<file path="src/rtl/demux1x4_buf_pkg.sv">
// Shared constants for the 1:4 stream demux: lane select codes and per-lane counter width.
// Optional per-lane load counters are enabled with DEMUX_CNT_EN.
`ifndef DEMUX1X4_BUF_PKG_SV
`define DEMUX1X4_BUF_PKG_SV

package demux1x4_buf_pkg;

  localparam logic [1:0] LANE0 = 2'b00;
  localparam logic [1:0] LANE1 = 2'b01;
  localparam logic [1:0] LANE2 = 2'b10;
  localparam logic [1:0] LANE3 = 2'b11;

  localparam int CNT_W = 8;

endpackage

`endif

</file>
<file path="src/rtl/demux1x4_buf_lane.sv">
// demux_lane: one-entry output buffer. Output appears 1 cycle after load; a full lane reloads only on the cycle it drains.
// With DEMUX_CNT_EN defined, an 8-bit wrapping load counter is added.
module demux_lane
  import demux1x4_buf_pkg::*;
#(
  parameter int width = 1
) (
  input  logic             clk,
  input  logic             rst_n,
  input  logic             load,
  input  logic [width-1:0] load_data,
  input  logic             ready,
  output logic             valid,
  output logic [width-1:0] data
`ifdef DEMUX_CNT_EN
  ,
  output logic [CNT_W-1:0] cnt
`endif
);

  logic valid_nxt;

  // The parent only loads an empty or draining lane, so load always wins.
  always_comb begin
    valid_nxt = valid;
    if (load) begin
      valid_nxt = 1'b1;
    end else if (valid && ready) begin
      valid_nxt = 1'b0;
    end
  end

  always_ff @(posedge clk or negedge rst_n) begin
    if (!rst_n) begin
      valid <= 1'b0;
    end else begin
      valid <= valid_nxt;
    end
  end

  // Payload is held until the next load, keeping it stable while valid.
  always_ff @(posedge clk or negedge rst_n) begin
    if (!rst_n) begin
      data <= '0;
    end else if (load) begin
      data <= load_data;
    end
  end

`ifdef DEMUX_CNT_EN
  always_ff @(posedge clk or negedge rst_n) begin
    if (!rst_n) begin
      cnt <= '0;
    end else if (load) begin
      cnt <= cnt + 1'b1;
    end
  end
`endif

endmodule

</file>
<file path="src/rtl/demux1x4_buf.sv">
// 1:4 valid/ready demux with a one-entry buffer per lane; 1-cycle accept-to-valid latency.
// in_ready follows only the selected lane, so a stalled lane never blocks the others. DEMUX_CNT_EN adds lane_cnt.
module demux1x4_buf
  import demux1x4_buf_pkg::*;
#(
  parameter int width = 1
) (
  input  logic             clk,
  input  logic             rst_n,
  input  logic [width-1:0] in_data,
  input  logic [1:0]       in_sel,
  input  logic             in_valid,
  output logic             in_ready,
  output logic [width-1:0] out0_data,
  output logic [width-1:0] out1_data,
  output logic [width-1:0] out2_data,
  output logic [width-1:0] out3_data,
  output logic [3:0]       out_valid,
  input  logic [3:0]       out_ready
`ifdef DEMUX_CNT_EN
  ,
  output logic [31:0]      lane_cnt
`endif
);

  logic             accept;
  logic [3:0]       load;
  logic [width-1:0] lane_data [4];

  assign in_ready = !out_valid[in_sel] | out_ready[in_sel];
  assign accept   = in_valid & in_ready;

  always_comb begin
    load = 4'b0000;
    if (accept) begin
      case (in_sel)
        LANE0:   load[0] = 1'b1;
        LANE1:   load[1] = 1'b1;
        LANE2:   load[2] = 1'b1;
        LANE3:   load[3] = 1'b1;
        default: load    = 4'b0000;
      endcase
    end
  end

`ifdef DEMUX_CNT_EN
  logic [CNT_W-1:0] cnt [4];
  assign lane_cnt = {cnt[3], cnt[2], cnt[1], cnt[0]};
`endif

  for (genvar i = 0; i < 4; i++) begin : g_lane
    demux_lane #(
      .width(width)
    ) u_lane (
      .clk      (clk),
      .rst_n    (rst_n),
      .load     (load[i]),
      .load_data(in_data),
      .ready    (out_ready[i]),
      .valid    (out_valid[i]),
      .data     (lane_data[i])
`ifdef DEMUX_CNT_EN
      ,
      .cnt      (cnt[i])
`endif
    );
  end

  assign out0_data = lane_data[0];
  assign out1_data = lane_data[1];
  assign out2_data = lane_data[2];
  assign out3_data = lane_data[3];

endmodule

</file>
<file path="config.mk">
export PLATFORM = sky130hd
export DESIGN_NAME = demux1x4_buf
export DESIGN_NICKNAME = d
export VERILOG_FILES = /design/src/rtl/demux1x4_buf_pkg.sv /design/src/rtl/demux1x4_buf_lane.sv /design/src/rtl/demux1x4_buf.sv
export SDC_FILE = /design/constraint.sdc
export NUM_CORES = 1
export LEC_CHECK = 0
export ABC_CLOCK_PERIOD_IN_PS = 4490
export BUFFER_PORTS_ARGS = -buffer_cell sky130_fd_sc_hd__buf_2
export CAP_MARGIN = 20
export CORE_AREA = 3 3 40 42
export DETAILED_ROUTE_END_ITERATION = 16
export DIE_AREA = 0 0 43 45
export SETUP_SLACK_MARGIN = 0.3
export SLEW_MARGIN = 20
export SYNTH_ARGS = -nofsm -noshare
export SYNTH_HDL_FRONTEND = slang
export SYNTH_SLANG_ARGS = --single-unit
</file>
<file path="constraint.sdc">
create_clock -name clk -period 4.49 [get_ports clk]
set_clock_uncertainty 0.2 [all_clocks]
set_input_delay 0.898 -clock clk [delete_from_list [all_inputs] [get_ports clk]]
set_output_delay 0.898 -clock clk [all_outputs]
set_load 0.05 [all_outputs]
</file>
==> results of run 1 <==
[layout make-up]
class / instances / area share
sequential: 8 / 0.400
tap: 15 / 0.0375
multi-input combinational: 21 / 0.338
clock buffer: 3 / 0.0450
timing repair buffer: 18 / 0.180
[synth_stat cells (all sizes together)]
master	n	share of area
dfrtp	8	0.50
o21ai	2	0.025
nand2	3	0.028
mux2	4	0.12
nand2b	7	0.11
nor3b	1	0.019
or3b	1	0.022
buf	4	0.075
nand3b	1	0.019
nand3	1	0.013
mux4	1	0.066
[kinds of logic (layout without fill, tap and decap cells)]
group / count (synthesis) / count (layout)
multiplexers: 5 / 5
AND/OR/NAND/NOR: 14 / 14
flip-flops: 8 / 8
buffers and inverters: 4 / 21
AO/OA/AOI/OAI: 2 / 2
[metal layers]
| metal | GRT usage | wire length, µm |
|---|---|---|
| met1 | 0.112 | 347 |
| met4 | 0.0723 | 0 |
| met3 | 0.0558 | 88 |
| met2 | 0.132 | 327 |
| met5 | 0 | 0 |
[metrics by stage]
step	hold WS [ns]	setup WS, ns	utilization
floorplan	0.279	1.61	-
global placement	0.291	1.53	0.372
detailed placement	0.288	1.52	0.372
CTS	0.281	1.52	0.389
global route	0.275	1.49	0.389
finish	0.282	1.53	0.389
[sequential cells by signal, indices dropped and copies added, names as in the netlist]
| name | flops |
|---|---|
| g_lane.u_lane.data | 4 |
| g_lane.u_lane.valid | 4 |
[where the power goes]
| part | leakage, nW | switching (mW) | total [mW] | internal (mW) |
|---|---|---|---|---|
| clock | 0.0138 | 0.0227 | 0.0532 | 0.0305 |
| combinational | 0.138 | 0.0530 | 0.0739 | 0.0210 |
| sequential | 0.0995 | 0.00440 | 0.0869 | 0.0825 |
[worst paths after layout]
| path | start | to | slack [ns] | depth (start not counted) |
|---|---|---|---|---|
| worst min-delay path | rst_n | g_lane[0].u_lane.data | 0.28 | 1 |
| worst max-delay path | out_ready[2] | in_ready | 1.53 | 4 |
| min in group clk | g_lane[2].u_lane.data | g_lane[2].u_lane.data | 0.31 | 1 |
| worst max register to register | g_lane[1].u_lane.valid | g_lane[1].u_lane.data | 3.03 | 3 |
| max in group asynchronous | rst_n | g_lane[2].u_lane.valid | 3.63 | 1 |
| worst min register to register | g_lane[2].u_lane.data | g_lane[2].u_lane.data | 0.31 | 1 |
[critical path, delay by kind of cell]
family / cells / cell delay, ns
multiplexers: 1 / 0.48
buffers and inverters: 2 / 0.31
AND/OR/NAND/NOR: 1 / 0.17
==> implementation parameters, run 1 <==
Parameter                              Value

GRT
  Grt total ovfl ... 0
  Global-route wire length before repair ... 1.28 mm
  GRT Resource Usage Total ... 0.0969
  Largest net degree at the start of global routing ... 9
  Antenna violations before repair ... 0
  Via count of the first global-routing pass ... around 300

Clock network
  Post-CTS resize count ... 0
  Cts-stage hold buffer count ... 0
  TritonCTS Sinks ... 8
  Clock slew at the register clock pins of the worst setup and hold paths ... approximately 0.060 ns
  Root Driver ... clkbuf_4
  Deepest clock path buffer count ... 2
  Max H-tree Level ... 1
  TritonCTS clock tree ... yes
  Number of clock buffers inserted by TritonCTS ... 3
  Latest clock arrival within the worst-skew pair ... about 0.25 ns
  Post-CTS setup repair buffer count ... 0

Drt
  Starting DRT DRC Count ... 1
  Average routed wire per standard cell ... roughly 12 µm
  Number of nets with antenna violations after detailed routing ... 0
  Number of vias after detailed routing ... 290
  Total iterations of the first detailed-routing run ... 2
  DRC violations left ... 0
  Vias per Instance ... roughly 4.5
  Final routed wirelength across all metal layers ... 763 µm

Synthesis
  Post-synthesis xor/xnor area fraction ... 0
  Synth Area in Simple Gates ... 0.210
  Share of the synthesized area in compound gates (AO/OA/AOI/OAI) ... 0.0251
  Sequential share of the synthesized area ... 0.502
  Dominant combinational cell family by area after synthesis ... simple AND/OR/NAND/NOR gates
  Mux share of post-synthesis cell area ... 0.188
  Area of the mapped netlist ... 399 µm²
  Post-Synth Adder-Cell Area ... 0
  Number of standard cells after synthesis ... 33
  Yosys synthesis warning count ... 0
  Distinct cells, synth ... 12
  Mean instance size in the synthesized netlist ... about 12 µm²
  Synthesized netlist net count ... 43
  Number of storage elements in the synthesis netlist ... 8

Placed design
  Count of placed standard cells including taps ... between 60 and 70
  Placed instance area ... around 480 µm²
  Placed wire-length estimate ... about 630 µm
  Weighted congestion reported at the end of routability-driven placement ... around 0.70
  Count of buffers from port buffering ... 18

Floorplan
  Row Count ... 13
  Area of the placeable core ... about 0.0013 mm²
  Die outline height ... roughly 45 µm
  IO Count ... 19
  Die outline width ... between 40 and 50 µm
  DIE AREA ... 0.00194 mm²
  Initial Utilization ... 0.311

Timing
  Final setup fails ... 0
  Worst Tran Pin Value ... 0.253 ns
  Minimum clock period ... roughly 3 ns
  Summed negative setup slack over all endpoints ... 0 ns
  RSZ-0062 raised after global routing ... false
  Slew Viols, Final ... 0
  Peak clock frequency supported by timing ... ~0.34 GHz
  Share of the cycle needed by the critical path after routing ... 0.659
  Remaining max-slew budget at the tightest pin ... 0.832
  Count of final hold-check violations ... 0

Power
  Worst VDD drop ... 179 µV
  Static leakage ... 0.252 nW
  Total power draw ... between 0.2 and 0.25 mW
  Areal power density over the cells ... around 430 mW/mm²

Setup path
  Data required time of the worst path ... ~3.4 ns
  Arrival time reported for the critical path endpoint ... roughly 1.9 ns
  Startpoint kind of the worst setup timing path ... input port
  Critical-path cell with the highest stage delay ... mux4_1
  Worst setup path category ... input port to primary output
  Critical path peak fanout ... 3
  Largest incremental delay on the critical path ... 0.48 ns
  Critical Path End Type ... primary output
  Cells along the critical path ... buf_2 > nand2b_1 > mux4_1 > buf_2
  Most common cell on crit path ... buf_2

Layout
  Number of nets in the final layout ... 62
  Antenna diode count ... 0
  Number of filler cells placed in the layout ... 133
  Finished Layout Cells ... 65
  Leading cell type in the layout, fill and taps excluded ... buf_2
  Proportion of layout cells with a drive suffix above 1 ... 0.500
  Register cell area after layout ... about 200 µm²
  Area taken by multi-input logic gates ... between 150 and 200 µm²
  Highest-count cells in the layout ignoring fill and taps ... buf_2 (18), dfrtp_1 (8), nand2b_1 (7)
  Relative area change from synthesis to final layout ... 25.4%
  Post-route cell area ... approximately 500 µm²

Job
  MaxCap Viol Count ... 0

Worst hold path
  Type of the tightest min-delay check ... input port to asynchronous set/reset pin

Outcome
  Status ... finished, final reports clean
Note: power is estimated with default switching activity, not from simulation.
==> run 2, diff against run 1 <==
--- a/config.mk
+++ b/config.mk
@@ -5,7 +5,7 @@
 export SDC_FILE = /design/constraint.sdc
 export NUM_CORES = 1
 export LEC_CHECK = 0
-export ABC_CLOCK_PERIOD_IN_PS = 4490
+export ABC_CLOCK_PERIOD_IN_PS = 3000
 export BUFFER_PORTS_ARGS = -buffer_cell sky130_fd_sc_hd__buf_2
 export CAP_MARGIN = 20
 export CORE_AREA = 3 3 40 42
==> constraint.sdc (replaced) <==
create_clock -name clk -period 3 [get_ports clk]
set_clock_uncertainty 0.2 [all_clocks]
set_input_delay 0.6 -clock clk [delete_from_list [all_inputs] [get_ports clk]]
set_output_delay 0.6 -clock clk [all_outputs]
set_load 0.05 [all_outputs]
==> implementation parameters, run 2 (synthesis gave the netlist of run 1 again) <==
Parameter                              Value

Outcome
  Status ... finished, final reports clean

Timing
  Worst hold margin ... between 0.3 and 0.4 ns
  RSZ-0062 raised after global routing ... false
  Minimum clock period ... 2.36 ns
  Peak clock frequency supported by timing ... approximately 0.42 GHz
  Summed negative setup slack over all endpoints ... 0 ns
  Worst path setup slack after routing ... approximately 0.64 ns
  Count of final hold-check violations ... 0
  Share of the cycle needed by the critical path after routing ... 0.788
  Remaining max-slew budget at the tightest pin ... 0.832
  Final setup fails ... 0
  Slew Viols, Final ... 0
  Worst Tran Pin Value ... 0.253 ns

Layout
  Number of nets in the final layout ... 63
  Antenna diode count ... 0
  Leading cell type in the layout, fill and taps excluded ... buf_2
  Relative area change from synthesis to final layout ... 27.9%
  Highest-count cells in the layout ignoring fill and taps ... buf_2 (18), dfrtp_1 (8), nand2b_1 (7)
  Registers with the most flip-flops ... g_lane.u_lane.data (4), g_lane.u_lane.valid (4)
  Final Util ... 0.397
  Proportion of layout cells with a drive suffix above 1 ... 0.490

Clock network
  Deepest clock path buffer count ... 2
  Root Driver ... clkbuf_4
  TritonCTS Sinks ... 8
  Number of clock buffers inserted by TritonCTS ... 3
  Latest clock arrival within the worst-skew pair ... 0.25 ns
  Post-CTS resize count ... 0
  Cts-stage hold buffer count ... 1
  Post-CTS setup repair buffer count ... 0
  Clock slew at the register clock pins of the worst setup and hold paths ... roughly 0.050 ns
  Max H-tree Level ... 1
  TritonCTS clock tree ... yes

Drt
  DRC violations left ... 0
  Average routed wire per standard cell ... ~12 µm
  Number of nets with antenna violations after detailed routing ... 0
  Final routed wirelength across all metal layers ... ~770 µm
  Number of vias after detailed routing ... around 290
  Total iterations of the first detailed-routing run ... 2
  Starting DRT DRC Count ... 1
  Vias per Instance ... 4.42

Floorplan
  Initial Utilization ... 0.311
  Die outline height ... around 45 µm
  Die outline width ... 43 µm
  IO Count ... 19
  DIE AREA ... 0.00194 mm²
  Row Count ... 13
  Area of the placeable core ... 0.00128 mm²

Setup path
  Critical-path cell with the highest stage delay ... mux4_1
  Most common cell on crit path ... buf_2
  Critical Path End Type ... primary output
  Startpoint kind of the worst setup timing path ... input port
  Arrival time reported for the critical path endpoint ... 1.56 ns
  Cells along the critical path ... buf_2 > nand2b_1 > mux4_1 > buf_2
  Data required time of the worst path ... 2.20 ns
  Largest incremental delay on the critical path ... ~0.48 ns
  Worst setup path category ... input port to primary output
  Critical path peak fanout ... 3
  Worst R2R Setup Slack ... 1.54 ns

GRT
  Largest net degree at the start of global routing ... 9
  Global-route wire length before repair ... around 1.3 mm
  Antenna violations before repair ... 0
  Grt total ovfl ... 0
  Via count of the first global-routing pass ... between 200 and 300
  GRT Resource Usage Total ... 0.0969

Power
  Areal power density over the cells ... roughly 630 mW/mm²
  Total power draw ... 0.321 mW
  Static leakage ... about 0.26 nW
  Worst VDD drop ... approximately 270 µV

Placed design
  Weighted congestion reported at the end of routability-driven placement ... 0.700
  Placed wire-length estimate ... roughly 630 µm
  Post-Place Worst Slack ... 0.629 ns
  Count of buffers from port buffering ... 18

Worst hold path
  Type of the tightest min-delay check ... flip-flop to flip-flop

Job
  MaxCap Viol Count ... 0
[run 2: per-layer routing]
metal / routed length [µm] / track usage
met5: 0 / 0
met4: 0 / 0.0723
met2: 329 / 0.132
met3: 88 / 0.0558
met1: 353 / 0.112
[run 2: per-stage QoR]
| stage | area, µm² | std cells |
|---|---|---|
| global route | 510 | 66 |
| global placement | 478 | 62 |
| floorplan | 399 | 33 |
| detailed placement | 478 | 62 |
| finish | 510 | 66 |
| CTS | 510 | 66 |
[run 2: layout make-up]
type / instances / area [µm²]
clock buffer: 3 / 22.5
sequential: 8 / 200
timing repair buffer: 19 / 100
multi-input combinational: 21 / 169
tap: 15 / 18.8
fill: 132 / 774
[run 2: final timing paths]
check	depth (start not counted)	end	startpoint
worst min register to register	1	g_lane[2].u_lane.data	g_lane[2].u_lane.data
worst max-delay path	4	in_ready	out_ready[2]
max in group asynchronous	2	g_lane[2].u_lane.valid	rst_n
min in group asynchronous	2	g_lane[0].u_lane.data	rst_n
worst max register to register	3	g_lane[1].u_lane.data	g_lane[1].u_lane.valid
worst min-delay path	1	g_lane[2].u_lane.data	g_lane[2].u_lane.data
[run 2: worst max-delay path, delay by kind of cell]
| family | cells | cell delay [ns] |
|---|---|---|
| buf+inv | 2 | 0.31 |
| mux | 1 | 0.48 |
| simple gates | 1 | 0.17 |
[run 2: report_power, final]
group,switching [mW],leakage [nW],internal [mW],total [mW]
Clock,0.0340,0.0138,0.0456,0.0796
Sequential,0.00658,0.0995,0.123,0.130
Combinational,0.0794,0.142,0.0322,0.112
Total,0.120,0.256,0.201,0.321
